[src/rtl/ro_meas_sched_pkg.sv]
// Shared definitions for the ring-oscillator measurement scheduler:
// state encoding, width helpers and reset values.
package ro_meas_sched_pkg;

  typedef enum logic [2:0] {
    ST_IDLE,
    ST_CLEAR,
    ST_GATE,
    ST_SETTLE,
    ST_RESULT
  } state_t;

  localparam state_t RST_STATE = ST_IDLE;
  localparam logic   RST_FLAG  = 1'b0;

  function automatic int ch_width(input int num_osc);
    return (num_osc > 1) ? $clog2(num_osc) : 1;
  endfunction

  // One timer covers both the gate length and the settle/clear hold.
  function automatic int timer_width(input int gate_w, input int settle);
    int settle_w;
    settle_w = $clog2(settle) + 1;
    return (gate_w > settle_w) ? gate_w : settle_w;
  endfunction

endpackage

[src/rtl/ro_meas_sched_timer.sv]
// Loadable down-counter; a load of V produces a done pulse V+1 cycles later,
// so the caller loads duration-1.
module meas_timer #(
  parameter int TW = 16
) (
  input  logic          clk,
  input  logic          reset,
  input  logic          load,
  input  logic [TW-1:0] value,
  output logic          done
);

  logic [TW-1:0] count;

  always_ff @(posedge clk) begin
    if (reset) begin
      count <= '0;
      done  <= 1'b0;
    end else if (load) begin
      count <= value;
      done  <= (value == '0);
    end else if (count != '0) begin
      count <= count - 1'b1;
      done  <= (count == TW'(1));
    end else begin
      done  <= 1'b0;
    end
  end

endmodule

[src/rtl/ro_meas_sched.sv]
// Sweeps the masked oscillator channels: clear, gate, settle, capture, and
// hands each count out over a valid/ready result port.
module ro_meas_sched
  import ro_meas_sched_pkg::*;
#(
  parameter int N       = 8,
  parameter int NUM_OSC = 4,
  parameter int GATE_W  = 16,
  parameter int SETTLE  = 4
) (
  input  logic                           clk,
  input  logic                           reset,
  input  logic                           start,
  input  logic                           continuous,
  input  logic                           abort,
  input  logic [NUM_OSC-1:0]             chan_mask,
  input  logic [GATE_W-1:0]              gate_len,
  output logic [ch_width(NUM_OSC)-1:0]   osc_sel,
  output logic                           cnt_clr,
  output logic                           cnt_en,
  input  logic [N-1:0]                   cnt_value,
  output logic                           res_valid,
  input  logic                           res_ready,
  output logic [N-1:0]                   res_data,
  output logic [ch_width(NUM_OSC)-1:0]   res_chan,
  output logic                           res_ovf,
  output logic                           busy,
  output logic                           sweep_done
);

  localparam int CH_W = ch_width(NUM_OSC);
  localparam int TW   = timer_width(GATE_W, SETTLE);
  localparam logic [TW-1:0] SETTLE_LOAD = TW'(SETTLE - 1);

  typedef struct packed {
    logic            found;
    logic [CH_W-1:0] idx;
  } pick_t;

  state_t              state_q, state_d;
  logic [NUM_OSC-1:0]  mask_q;
  logic [CH_W-1:0]     chan_q, chan_d;
  logic [GATE_W-1:0]   gate_q;
  logic                load_mask, enter_clear, capture, sweep_d;
  logic                tmr_load, tmr_done;
  logic [TW-1:0]       tmr_value;
  pick_t               first_pick, next_pick;

  function automatic pick_t lowest_from(input logic [NUM_OSC-1:0] m, input int from);
    pick_t p;
    p = '0;
    for (int i = NUM_OSC - 1; i >= 0; i--) begin
      if (m[i] && (i >= from)) begin
        p.found = 1'b1;
        p.idx   = CH_W'(i);
      end
    end
    return p;
  endfunction

  assign first_pick = lowest_from(chan_mask, 0);
  assign next_pick  = lowest_from(mask_q, int'(chan_q) + 1);

  meas_timer #(.TW(TW)) u_timer (
    .clk   (clk),
    .reset (reset),
    .load  (tmr_load),
    .value (tmr_value),
    .done  (tmr_done)
  );

  always_ff @(posedge clk) begin
    if (reset) begin
      state_q    <= RST_STATE;
      mask_q     <= '0;
      chan_q     <= '0;
      gate_q     <= '0;
      res_data   <= '0;
      res_chan   <= '0;
      res_ovf    <= RST_FLAG;
      sweep_done <= RST_FLAG;
    end else begin
      state_q    <= state_d;
      chan_q     <= chan_d;
      sweep_done <= sweep_d;
      if (load_mask)
        mask_q <= chan_mask;
      if (enter_clear)
        gate_q <= (gate_len == '0) ? '0 : gate_len - 1'b1;
      if (abort) begin
        res_data <= '0;
        res_chan <= '0;
        res_ovf  <= RST_FLAG;
      end else if (capture) begin
        res_data <= cnt_value;
        res_chan <= chan_q;
        res_ovf  <= &cnt_value;
      end
    end
  end

  // Every entry into CLEAR also samples gate_len and starts the clear hold.
  always_comb begin
    state_d     = state_q;
    chan_d      = chan_q;
    load_mask   = 1'b0;
    enter_clear = 1'b0;
    capture     = 1'b0;
    sweep_d     = 1'b0;
    tmr_load    = 1'b0;
    tmr_value   = SETTLE_LOAD;
    case (state_q)
      ST_IDLE: begin
        if (start && first_pick.found) begin
          state_d     = ST_CLEAR;
          load_mask   = 1'b1;
          chan_d      = first_pick.idx;
          enter_clear = 1'b1;
        end
      end
      ST_CLEAR: begin
        if (tmr_done) begin
          state_d   = ST_GATE;
          tmr_load  = 1'b1;
          tmr_value = TW'(gate_q);
        end
      end
      ST_GATE: begin
        if (tmr_done) begin
          state_d  = ST_SETTLE;
          tmr_load = 1'b1;
        end
      end
      ST_SETTLE: begin
        if (tmr_done) begin
          state_d = ST_RESULT;
          capture = 1'b1;
        end
      end
      ST_RESULT: begin
        if (res_ready) begin
          if (next_pick.found) begin
            state_d     = ST_CLEAR;
            chan_d      = next_pick.idx;
            enter_clear = 1'b1;
          end else begin
            sweep_d = 1'b1;
            if (continuous && first_pick.found) begin
              state_d     = ST_CLEAR;
              load_mask   = 1'b1;
              chan_d      = first_pick.idx;
              enter_clear = 1'b1;
            end else begin
              state_d = ST_IDLE;
            end
          end
        end
      end
      default: state_d = ST_IDLE;
    endcase
    if (enter_clear)
      tmr_load = 1'b1;
    if (abort) begin
      state_d     = ST_IDLE;
      chan_d      = '0;
      load_mask   = 1'b0;
      enter_clear = 1'b0;
      capture     = 1'b0;
      sweep_d     = 1'b0;
      tmr_load    = 1'b0;
    end
  end

  always_comb begin
    cnt_clr   = (state_q == ST_CLEAR);
    cnt_en    = (state_q == ST_GATE);
    res_valid = (state_q == ST_RESULT);
    busy      = (state_q != ST_IDLE);
    osc_sel   = busy ? chan_q : '0;
  end

endmodule
[config.mk]
export PLATFORM = sky130hd
export DESIGN_NAME = ro_meas_sched
export DESIGN_NICKNAME = d
export VERILOG_FILES = /design/src/rtl/ro_meas_sched_pkg.sv /design/src/rtl/ro_meas_sched_timer.sv /design/src/rtl/ro_meas_sched.sv
export SDC_FILE = /design/constraint.sdc
export NUM_CORES = 1
export LEC_CHECK = 0
export ABC_AREA = 1
export CORE_MARGIN = 2
export CORE_UTILIZATION = 45
export CTS_BUF_LIST = sky130_fd_sc_hd__clkbuf_16
export CTS_CLUSTER_SIZE = 8
export DETAILED_ROUTE_END_ITERATION = 12
export PLACE_DENSITY = 0.73
export SYNTH_ARGS = -nofsm -noshare
export SYNTH_HDL_FRONTEND = slang
export SYNTH_SLANG_ARGS = --single-unit
[constraint.sdc]
create_clock -name clk -period 1.8 [get_ports clk]
set_input_delay 0.27 -clock clk [delete_from_list [all_inputs] [get_ports clk]]
set_output_delay 0.27 -clock clk [all_outputs]
set_load 0.005 [all_outputs]
---- After elaboration in Yosys (flattened, before gate mapping) ----
Cells that the tools add are included.
storage, ports and cells
  register bits after elaboration ......... 54
  word-level logic and storage cells ...... 95
  output and inout bits ................... 18
  input bits .............................. 34
operators by class
  add/subtract/negate cells ............... 3
  $lt $le $gt $ge ......................... 4
  bitwise logic cells ..................... 2
  reductions and logical operators ........ 19
  muxes and demuxes ....................... 46
  eq/ne operators ......................... 11
operators by type and width
  kind                     count
  $mux W16                 5
  $mux W3                  13
  $logic_not A16 Y1        2
  $sub A16 B1 Y16 const B  2
  $mux W1                  19
  $eq A16 B1 Y1 const B    1
  $reduce_bool A16 Y1      1
  $pmux W3 S5              1
  $mux W2                  5
  $ne A2 B1 Y1 const B     4
  $reduce_and A8 Y1        1
  $eq A3 B2 Y1 const B     2
  $ge A1 B3 Y1 const A     2
  $ge A2 B3 Y1 const A     2
  $logic_and A1 B1 Y1      6
  $reduce_and A5 Y1        1
  $pmux W1 S2              2
  $pmux W2 S2              1
  $reduce_and A4 Y1        1
  $reduce_bool A2 Y1       2
  $reduce_or A2 Y1         2
  $reduce_or A4 Y1         1
  $add A2 B1 Y3 const B    1
  $eq A3 B1 Y1 const B     1
  6 further kinds          7

---- Depth between registers and ports, before layout ----
Gate-level depths: netlist of run 1.
  depth after elaboration ................. 13
  gate-level depth with buffers ........... 12
  depth with buffers taken out ............ 12

---- Hierarchy ----
Synthesis of run 1 repeated with hierarchy kept, for this count alone.
unflattened totals
  cells, all modules ...................... 562
  area total of the unflattened synthesis .. 3460.8 um^2
by module, submodules not included
  module         instances  cells each  area each (um^2)  seq. area each (um^2)
  ro_meas_sched  1          364         2215.9            720.7
  meas_timer     1          198         1244.9            340.3

---- Least setup slack after synthesis of run 1 ----
No wires, ideal clock.
  kind .................................... register to register
  from .................................... reg u_timer.count[0]
  to ...................................... reg u_timer.count[13]
  required time ........................... 1.672 ns
  stages on the path, launching flop included .. 9
  arrival ................................. 1.402 ns
  period minus slack after synthesis ...... 1.529 ns
  setup time .............................. 0.128 ns
  buffers on the path ..................... 0
  setup slack ............................. 0.271 ns
  cell sequence ........................... dfxtp_1 -> inv_1 -> ha_1 -> nand2_1 -> nor2_2 -> nand4_2 -> nand3b_4 -> nand3_1 -> nor2_1
between the ends
  longest elaborated chain between the ends .. 3
  elaborated cells between the ends (all ways) .. 5
  classes of those cells .................. 1 x add/sub; 2 x mux; 2 x reduce/logical
RTL lines
  what                      RTL line                   source
  start: declaration        ro_meas_sched_timer.sv:13  logic [TW-1:0] count;
  start signal: assignment  ro_meas_sched_timer.sv:20  count <= value;
  start signal: assignment  ro_meas_sched_timer.sv:23  count <= count - 1'b1;
  $sub A16 B1 Y16           ro_meas_sched_timer.sv:23
  $mux W16                  ro_meas_sched_timer.sv:22  end else if (count != '0) begin
  $mux W16                  ro_meas_sched_timer.sv:19  end else if (load) begin
Parallel ways exist; a longest one is shown, timed or not. The select of a mux whose other input is x is not followed.
A chain may end at the register's enable or synchronous reset.

---- Final worst setup path of run 1 ----
  from .................................... reg state_q[2]
  to ...................................... out cnt_clr
between the ends
  longest elaborated chain between the ends .. 1
RTL lines
  what                      RTL line              source
  start: declaration        ro_meas_sched.sv:40   state_t state_q, state_d;
  start signal: assignment  ro_meas_sched.sv:83   state_q <= state_d;
  $eq A3 B1 Y1              ro_meas_sched.sv:175  cnt_clr = (state_q == ST_CLEAR);
  end: declaration          ro_meas_sched.sv:19   output logic cnt_clr,
Every way passes these cells.

==> results of run 1 <==
## power breakdown
| part | internal (W) | switching (W) |
|---|---|---|
| clock | 0.000651 | 0.000421 |
| sequential | 0.00133 | 0.000120 |
| combinational | 0.000667 | 0.000908 |
| total | 0.00265 | 0.00145 |
## worst paths after layout
check,endpoint,start,depth (start not counted)
setup / recovery,cnt_clr,state_q[2]$_SDFFE_PP0P_,4
hold reg to reg,res_data[5]$_SDFFE_PP0P_,res_data[5]$_SDFFE_PP0P_,2
hold / removal,res_data[5]$_SDFFE_PP0P_,res_data[5]$_SDFFE_PP0P_,2
setup reg to reg,gate_q[15]$_SDFFE_PP0P_,state_q[0]$_SDFFE_PP0P_,11
## cells by family after synthesis
logic type / share of synthesized area
and+or+nand+nor: 0.387
AOI/OAI and AO/OA: 0.145
buffers and inverters: 0.0928
DFF: 0.331
xor gates and xnor gates: 0.0328
adders and majority gates: 0.0117
## tightest hold or removal path: cells and delay by family (launching register included)
kind,cells,cell delay (ns)
flops,1,0.31
compound gates,1,0.05
simple gates,1,0.06
## area by class of cell
| class | instances | area, µm² | share of cell area |
|---|---|---|---|
| Multi-Input combinational cell | 366 | 1880 | 0.436 |
| Sequential cell | 53 | 1070 | 0.247 |
| Timing Repair Buffer | 93 | 862 | 0.200 |
| Inverter | 57 | 219 | 0.0507 |
| Clock buffer | 5 | 125 | 0.0290 |
| Tap cell | 96 | 120 | 0.0278 |
| Clock inverter | 3 | 41.3 | 0.00956 |
## state kept, by name (all words and copies together), names as in the netlist
register and cells:
gate_q 16, u_timer.count 16, res_data 8, mask_q 3, state_q 3, chan_q 2
res_chan 2, res_ovf 1, sweep_done 1, u_timer.done 1
## layer usage
| layer | vias up | wire [µm] | GRT usage | part of all wire |
|---|---|---|---|---|
| met2 | 71 | 3920 | 0.383 | 0.48 |
| met1 | 1505 | 3780 | 0.281 | 0.47 |
| met3 | 7 | 317 | 0.0224 | 0.039 |
| li1 | 1770 | - | - | - |
| met5 | - | 0 | 0 | 0 |
| met4 | 0 | 81 | 0.0661 | 0.010 |
## cell usage in the layout (no fill, tap or decap), types with 3 or more instances in the layout
cell	Yosys	layout
nand2_4	3	4
o21ai_1	7	8
inv_2	5	6
o21ai_0	30	29
nand4_1	12	12
dfxtp_1	53	50
a21oi_1	39	39
nor2_2	6	4
xnor2_1	5	5
nor2_4	1	3
clkdlybuf4s50_1	0	50
nand3_1	38	38
inv_1	50	49
clkbuf_16	0	5
nor3_1	6	5
buf_12	0	3
nor2_1	80	80
xor2_1	7	7
nand2_2	2	3
nand2_1	101	99
buf_4	2	39
nand3_2	6	6
## metrics by stage
stage / setup slack, ns / cell area (µm²) / power [W] / TNS [ns]
6_report: 0.0372 / 4320 / 0.00409 / 0
3_5_place_dp: -0.193 / 4110 / 0.00300 / -4.25
3_3_place_gp: -0.169 / 4110 / 0.00297 / -2.50
4_1_cts: -0.0450 / 4290 / 0.00407 / -0.0450
5_1_grt: -0.0550 / 4320 / 0.00437 / -0.231
2_1_floorplan: 0.271 / 3210 / 0.00254 / 0
## what timing repair did
item                       4_1_cts  5_1_grt
setup endpoints to repair        3       23
pin swaps                        0        1
gates resized for setup          4       11
setup buffers                    1        0
==> metrics, run 1 <==
port buffer count just over 50; Worst path max stage delay roughly 0.5 ns; ant diodes 0; Worst Skew 0.00900 ns; #FFs+latches synth 53; Seq/Total Area, Yosys 0.331; number of global-route vias before repair around 3.2k; total die area 7820 µm²; top-count cell post-synth nand2_1; Mapped Avg Cell Area around 6.6 µm²; global-route wire length before repair approximately 14000 µm; Critical Path Start Type flop; aggregate global routing overflow 0; hpwl dp between 6000 and 7000 µm; Slew HR 0.700; placed insts 664; leading post-synthesis cells by cell area dfxtp_1 (33%), nand2_1 (12%), nor2_1 (9.4%), a21oi_1 (6.1%), nand3_1 (5.9%); Clock Path Buffers 2; initial antenna violation count 0; dominant synthesized flop cell dfxtp_1; Final Util 0.632; outcome complete, no violations; Non-Filler Instances roughly 670; flop2flop setup slack approximately 0.11 ns; f_max 567 MHz; Slew Viols, Final 0; Pre-antenna DRT Iters 4; CP arrival between 1 and 1.5 ns; Clock Latency Late Sink approximately 0.29 ns; vias 3353; detailed-route DRC error count 0; Worst VDD drop 426 µV; I/O pin cnt 52; syn nets around 520; Buf/Inv on CP 2; fin nets ~600; die height a little under 90 µm; largest net degree at the start of global routing 24; DR iter-0 viols between 300 and 400; fin crit period around 1.8 ns; Leakage Power about 1.9 nW; fillers 640; Crit Path Category flop to output port; clk slew on worst S/H paths about 0.07 ns; setup violators final 0; power per standard cell area 948 nW/µm²; CP Capture Type output port; Final Hold Vio Count 0; share of the synthesized area in the top cell type 0.331; max_cap viols 0; EDFF count, synth 0; post-DR wirelength/cell between 10 and 15 µm; Core Area around 7000 µm²; clk root buf clkbuf_16; CTS tree built; delay-heaviest family, CP buffers and inverters; Clock Sinks 53; worst slew pin tran between 0.4 and 0.5 ns; Tcrit/Tclk final 0.979; Row Count 30; CP max-delay cell clkdlybuf4s50_1; share of post-route cells with drive strength above 1 0.159; H-Tree Level Count 2; Post-synth ARST share 0; clock buffer count from CTS 5; Cell Chain, Critical Path nor2_4, nand2_4, inv_1, clkdlybuf4s50_1; Tot GR Track Use 0.218; maximum fanout along the worst path 8; Post-synth top cells nand2_1 (101), nor2_1 (80), dfxtp_1 (53), inv_1 (50), a21oi_1 (39); routed wire length between 8000 and 9000 µm; Warnings, synthesis 0; count of cell types in the netlist 41; P&R area growth vs syn 34.6%; Die Wd 88.4 µm; via/cell ratio approximately 5; WP data required roughly 1.5 ns; Starting Density 0.470; Hold WS about 0.46 ns; Hold Buf Count CTS 0; RSZ-0062 raised after global routing true; GP Congestion 0.923; Routed Antenna Nets 0; synthesized instance count ~500; Synth area leader dfxtp_1; Post-Synthesis Cell Area 3210 µm²; worst hold path class flop to flop
Note: power is estimated with default switching activity, not from simulation.
==> run 2: changes to the inputs <==
--- a/config.mk
+++ b/config.mk
@@ -8,10 +8,10 @@
 export ABC_AREA = 1
 export CORE_MARGIN = 2
 export CORE_UTILIZATION = 45
-export CTS_BUF_LIST = sky130_fd_sc_hd__clkbuf_16
 export CTS_CLUSTER_SIZE = 8
 export DETAILED_ROUTE_END_ITERATION = 12
-export PLACE_DENSITY = 0.73
+export PLACE_DENSITY = 0.72
 export SYNTH_ARGS = -nofsm -noshare
 export SYNTH_HDL_FRONTEND = slang
+export SYNTH_HIERARCHICAL = 1
 export SYNTH_SLANG_ARGS = --single-unit
==> metrics, run 2 <==
setup violators final 2 (was 0); Clock Path Buffers 2 (unchanged); share of the synthesized area in the top cell type 0.307 (was 0.331); Post-Synthesis Cell Area 3460 µm² (was 3210 µm²); fin nets 714 (was 613); Crit Path Category flop to flop (was flop to output port); vias 3853 (was 3353); dominant synthesized flop cell dfxtp_1 (unchanged); EDFF count, synth 0 (unchanged); clock buffer count from CTS 5 (unchanged); global-route wire length before repair 15600 µm (was 13800 µm); setup ws final -0.0126 ns (was 0.0372 ns); WP data required 2.01 ns (was 1.53 ns); power per standard cell area 1030 nW/µm² (was 948 nW/µm²); RSZ-0062 raised after global routing true (unchanged); ant diodes 0 (unchanged); top-count cell post-synth nand2_1 (unchanged); worst hold path class input pin to flop (was flop to flop); Final Hold Vio Count 0 (unchanged); routed wire length 9370 µm (was 8100 µm); maximum fanout along the worst path 15 (was 8); aggregate global routing overflow 0 (unchanged); DP Area 4490 µm² (was 4110 µm²); port buffer count 51 (unchanged); hpwl dp 7110 µm (was 6290 µm); Worst VDD drop 436 µV (was 426 µV); leading post-synthesis cells by cell area dfxtp_1 (31%), nand2_1 (14%), nor2_1 (13%), nand3_1 (7.7%), inv_1 (6.8%) (was dfxtp_1 (33%), nand2_1 (12%), nor2_1 (9.4%), a21oi_1 (6.1%), nand3_1 (5.9%)); Most common cell on crit path nand2_1; CP max-delay cell dfxtp_2 (was clkdlybuf4s50_1); Slew HR 0.673 (was 0.700); CTS tree built (unchanged); worst slew pin tran 0.490 ns (was 0.449 ns); post-route cell area 4820 µm² (was 4320 µm²); Critical Path Start Type flop (unchanged); Post-synth ARST share 0 (unchanged); Starting Density 0.472 (was 0.470); Clock Latency Late Sink 0.32 ns (was 0.29 ns); count of cell types in the netlist 38 (was 41); Hold Buf Count CTS 0 (unchanged); Die Wd 91.7 µm (was 88.4 µm); syn nets 599 (was 524); Pwr Total 0.00497 W (was 0.00409 W); detailed-route DRC error count 0 (unchanged); die height 91.7 µm (was 88.4 µm); post-DR wirelength/cell 12.1 µm (was 12.0 µm); number of global-route vias before repair 3715 (was 3163); DR iter-0 viols 147 (was 320); Cell Chain, Critical Path nand2_1, nand2_1, nand2_1, nor2_2, nand2_1, nand2_1, nand2_1, nand2_2, a21oi_4, buf_8, nor2_2, inv_1, o21ai_2, a21oi_2 (was nor2_4, nand2_4, inv_1, clkdlybuf4s50_1); delay-heaviest family, CP simple AND/OR/NAND/NOR gates (was buffers and inverters); #FFs+latches synth 53 (unchanged); clk root buf clkbuf_8 (was clkbuf_16); Pre-antenna DRT Iters 4 (unchanged); Leakage Power 2.23 nW (was 1.86 nW); failing checks negative setup slack; largest registers gate_q: 16 flops, u_timer/count: 16 flops, res_data: 8 flops (was gate_q: 16 flops, u_timer.count: 16 flops, res_data: 8 flops); Final Util 0.657 (was 0.632); initial antenna violation count 0 (unchanged); Mapped Avg Cell Area 6.16 µm² (was 6.59 µm²); Worst Skew 0.0127 ns (was 0.00900 ns); largest net degree at the start of global routing 32 (was 24); Slew Viols, Final 0 (unchanged); fin crit period 1.81 ns (was 1.76 ns); Synth area leader dfxtp_1 (unchanged); clk slew on worst S/H paths 0.10 ns (was 0.07 ns); Tot GR Track Use 0.223 (was 0.218); Buf/Inv on CP 2 (unchanged); Post-synth top cells nand2_1 (129), nor2_1 (122), inv_1 (63), dfxtp_1 (53), nand3_1 (53) (was nand2_1 (101), nor2_1 (80), dfxtp_1 (53), inv_1 (50), a21oi_1 (39)); Tcrit/Tclk final 1.01 (was 0.979); Seq/Total Area, Yosys 0.307 (was 0.331); I/O pin cnt 52 (unchanged); Warnings, synthesis 6 (was 0); P&R area growth vs syn 39.2% (was 34.6%); commonest non-fill, non-tap cell in the layout nand2_1 (unchanged); share of post-route cells with drive strength above 1 0.224 (was 0.159); synthesized instance count 562 (was 487); Worst path max stage delay 0.37 ns (was 0.49 ns); Routed Antenna Nets 0 (unchanged); Core Area 7330 µm² (was 6830 µm²); dpl ws -0.438 ns (was -0.193 ns); total die area 8410 µm² (was 7820 µm²); CP Capture Type flop (was output port); max_cap viols 0 (unchanged); most frequent cells in the layout nand2_1 (126), nor2_1 (113), buf_4 (67), inv_1 (61) (was nand2_1 (99), nor2_1 (80), dfxtp_1 (50), clkdlybuf4s50_1 (50), inv_1 (49)); via/cell ratio 4.96 (was 4.98); CP arrival 2.03 ns (was 1.49 ns); outcome finished with violations (was complete, no violations); GP Congestion 0.893 (was 0.923); f_max 552 MHz (was 567 MHz); H-Tree Level Count 2 (unchanged); Row Count 31 (was 30); Clock Sinks 53 (unchanged)
==> run 2: cell count changes after synthesis, moves of 5 or more <==
| cell | before | now |
|---|---|---|
| inv_1 | 50 | 63 |
| a21oi_1 | 39 | 19 |
| nand3_2 | 6 | 1 |
| nor2_1 | 80 | 122 |
| nand3_1 | 38 | 53 |
| nand2_1 | 101 | 129 |
==> run 2: what timing repair did <==
action / in CTS / in global routing
endpoints found under the setup margin: 16 / 29
setup buffers: 2 / 4
resized for setup: 21 / 37
gates cloned: 1 / 1
pin swaps: 3 / 15
hold endpoints to repair: 0 / 0
==> run 2: report_power, final <==
part	total, W	internal, W	switching (W)
clock network	0.000710	0.000284	0.000426
registers	0.00159	0.00136	0.000221
logic	0.00267	0.00104	0.00164
total	0.00497	0.00268	0.00228
==> run 2: cell families (layout without fill, tap and decap cells) <==
group | count (synthesis) | count (layout) | share of synthesized area
buf+inv | 85 | 200 | 0.102
fa+ha+maj | 3 | 3 | 0.0108
xor+xnor | 7 | 7 | 0.0177
flops | 53 | 53 | 0.307
simple gates | 350 | 351 | 0.460
compound gates | 64 | 64 | 0.103
==> run 2: metrics by stage <==
stage / setup TNS (ns) / hold WS (ns) / instances
2_1_floorplan: 0 / 0.332 / 562
3_3_place_gp: -5.70 / 0.464 / 761
3_5_place_dp: -8.12 / 0.474 / 761
4_1_cts: -0.0859 / 0.456 / 772
5_1_grt: -0.960 / 0.404 / 777
6_report: -0.0190 / 0.359 / 777
==> run 2: worst paths after layout <==
check                           slack, ns                             to  cells after the start                      from
worst max register to register      -0.01  u_timer/count[0]$_SDFFE_PP0P_                     14    chan_q[0]$_SDFFE_PP0P_
worst max-delay path                -0.01  u_timer/count[0]$_SDFFE_PP0P_                     14    chan_q[0]$_SDFFE_PP0P_
worst min-delay path                 0.36         mask_q[3]$_SDFFE_PP0P_                      4              chan_mask[3]
worst min register to register       0.49       res_data[1]$_SDFFE_PP0P_                      2  res_data[1]$_SDFFE_PP0P_
==> run 2: tightest hold or removal path, stage by stage <==
cell	delay, ns
dlymetal6s2s_1	0.12
buf_4	0.12
a21oi_1	0.04
nor2_1	0.09
==> run 2: final cells by class <==
| cell class | instances | area [µm²] |
|---|---|---|
| flip-flops and latches | 53 | 1070 |
| clock inverters | 3 | 26.3 |
| multi-input cells | 425 | 2190 |
| well taps | 99 | 124 |
| fillers | 675 | 2510 |
| inverters | 69 | 262 |
| clock buffers | 5 | 68.8 |
| repair buffers | 123 | 1080 |
==> run 2: metal layers <==
layer,vias up,global-route usage,part of all wire
li1,2013,-,-
met1,1739,0.275,0.44
met2,84,0.403,0.51
met3,17,0.0288,0.034
met4,0,0.0659,0.016
met5,-,0,0
==> run 3: changes to the inputs <==
--- a/config.mk
+++ b/config.mk
@@ -15,3 +15,4 @@
 export SYNTH_HDL_FRONTEND = slang
 export SYNTH_HIERARCHICAL = 1
 export SYNTH_SLANG_ARGS = --single-unit
+export TNS_END_PERCENT = 30
==> metrics, run 3 (synthesized netlist as in run 2, its figures left out) <==
outcome finished with violations (unchanged); failing checks negative setup slack (unchanged); Die Wd 91.7 µm (unchanged); Leakage Power 2.21 nW (was 2.23 nW); aggregate global routing overflow 0 (unchanged); Clock Latency Late Sink 0.32 ns (about the same); CP max-delay cell dfxtp_2 (unchanged); P&R area growth vs syn 38.9% (was 39.2%); GP Congestion 0.893 (unchanged); CP arrival 2.09 ns (was 2.03 ns); CP Capture Type flop (unchanged); H-Tree Level Count 2 (unchanged); Worst Skew 0.0117 ns (was 0.0127 ns); detailed-route DRC error count 0 (unchanged); RSZ-0062 raised after global routing true (unchanged); port buffer count 51 (unchanged); initial antenna violation count 0 (unchanged); worst slew pin tran 0.502 ns (was 0.490 ns); f_max 533 MHz (was 552 MHz); Hold Buf Count CTS 0 (unchanged); Cell Chain, Critical Path inv_2, nand2_2, nor2_2, nor2_2, nand2_1, nand2_1, nand2_1, nand2_2, a21oi_4, inv_4, buf_6, nand3_4, buf_6, a21oi_2 (was nand2_1, nand2_1, nand2_1, nor2_2, nand2_1, nand2_1, nand2_1, nand2_2, a21oi_4, buf_8, nor2_2, inv_1, o21ai_2, a21oi_2); share of post-route cells with drive strength above 1 0.217 (was 0.224); Most common cell on crit path nand2_1 (unchanged); Final Hold Vio Count 0 (unchanged); Worst path max stage delay 0.34 ns (was 0.37 ns); Pre-antenna DRT Iters 5 (was 4); Slew Viols, Final 0 (unchanged); largest net degree at the start of global routing 32 (unchanged); clock buffer count from CTS 5 (unchanged); DR iter-0 viols 167 (was 147); routed wire length 9380 µm (was 9370 µm); post-DR wirelength/cell 12.1 µm (about the same); Routed Antenna Nets 0 (unchanged); post-route cell area 4810 µm² (was 4820 µm²); Crit Path Category flop to flop (unchanged); Clock Sinks 53 (unchanged); fillers 676 (was 675); WP data required 2.01 ns (about the same); dpl ws -0.438 ns (unchanged); Worst VDD drop 420 µV (was 436 µV); hpwl dp 7110 µm (unchanged); power per standard cell area 1040 nW/µm² (was 1030 nW/µm²); I/O pin cnt 52 (unchanged); most frequent cells in the layout nand2_1 (126), nor2_1 (113), buf_4 (64), inv_1 (61), nand3_1 (49) (was nand2_1 (126), nor2_1 (113), buf_4 (67), inv_1 (61)); vias 3847 (was 3853); ant diodes 0 (unchanged); total die area 8410 µm² (unchanged); largest registers gate_q: 16 flops, u_timer/count: 16 flops, res_data: 8 flops (unchanged); number of global-route vias before repair 3624 (was 3715); commonest non-fill, non-tap cell in the layout nand2_1 (unchanged); via/cell ratio 4.96 (about the same); maximum fanout along the worst path 5 (was 15); Non-Filler Instances 776 (was 777); die height 91.7 µm (unchanged); Starting Density 0.472 (unchanged); worst hold path class input pin to flop (unchanged); fin crit period 1.88 ns (was 1.81 ns); fin nets 713 (was 714); Slew HR 0.665 (was 0.673); DP Area 4490 µm² (unchanged); Critical Path Start Type flop (unchanged); max_cap viols 0 (unchanged); Clock Path Buffers 2 (unchanged); placed insts 761 (unchanged); clk root buf clkbuf_8 (unchanged); global-route wire length before repair 15400 µm (was 15600 µm); Row Count 31 (unchanged); CTS tree built (unchanged); Tcrit/Tclk final 1.04 (was 1.01); setup violators final 16 (was 2); Core Area 7330 µm² (unchanged); clk slew on worst S/H paths 0.10 ns (about the same); setup ws final -0.0761 ns (was -0.0126 ns); Tot GR Track Use 0.219 (was 0.223)
==> run 3: changes by cell type in the layout (fill, tap and decap cells not counted), sizes merged <==
cell,before,now
buf,72,71
clkdlybuf4s50,44,45
dlygate4sd2,4,3
nand2,138,137
nand3,54,55
==> run 3: report_power, final <==
part           switching (W)  internal, W
clock               0.000424     0.000284
combinational        0.00167      0.00104
sequential          0.000224      0.00136
==> run 3: through the flow <==
step | utilization | setup TNS [ns] | hold slack (ns) | total power, W
4_1_cts | 0.628 | -0.229 | 0.493 | 0.00480
3_5_place_dp | 0.612 | -8.12 | 0.474 | 0.00407
2_1_floorplan | - | 0 | 0.332 | 0.00346
3_3_place_gp | 0.612 | -5.70 | 0.464 | 0.00399
5_1_grt | 0.656 | -2.33 | 0.383 | 0.00539
6_report | 0.656 | -0.596 | 0.349 | 0.00500
==> run 3: critical path: cells and delay by family, from the launching register on <==
family | cells | cell delay (ns)
buffers and inverters | 4 | 0.40
AO/OA/AOI/OAI | 2 | 0.29
AND/OR/NAND/NOR | 8 | 0.75
flip-flops | 1 | 0.34
==> run 3: timing repair <==
item,in CTS,in global routing
setup buffers,0,5
resized for setup,12,44
endpoints found under the setup margin,16,27
cloned,0,2
pin swaps,0,5
==> run 3: final cells by class <==
class | count | area [µm²] | share of cell area
multi-input combinational | 425 | 2180 | 0.454
clock inverter | 3 | 26.3 | 0.00547
clock buffer | 5 | 68.8 | 0.0143
timing repair buffer | 122 | 1070 | 0.222
sequential | 53 | 1070 | 0.224
tap | 99 | 124 | 0.0258
inverter | 69 | 264 | 0.0549
==> run 3: routing by layer <==
layer  global-route usage  part of all wire  up-vias  routed length, µm
met5                    0                 0        -                  0
met4               0.0572             0.012        0                108
met3               0.0255             0.040        7                380
met2                0.396              0.51       98               4800
met1                0.276              0.44     1727               4100
li1                     -                 -     2015                  -
==> run 3: final timing paths <==
path / slack [ns] / endpoint / start / cells past startpoint
worst max-delay path: -0.08 / u_timer/count[0]$_SDFFE_PP0P_ / chan_q[1]$_SDFFE_PP0P_ / 14
worst min-delay path: 0.35 / mask_q[2]$_SDFFE_PP0P_ / chan_mask[2] / 4
worst max register to register: -0.08 / u_timer/count[0]$_SDFFE_PP0P_ / chan_q[1]$_SDFFE_PP0P_ / 14
worst min register to register: 0.49 / res_data[1]$_SDFFE_PP0P_ / res_data[1]$_SDFFE_PP0P_ / 2
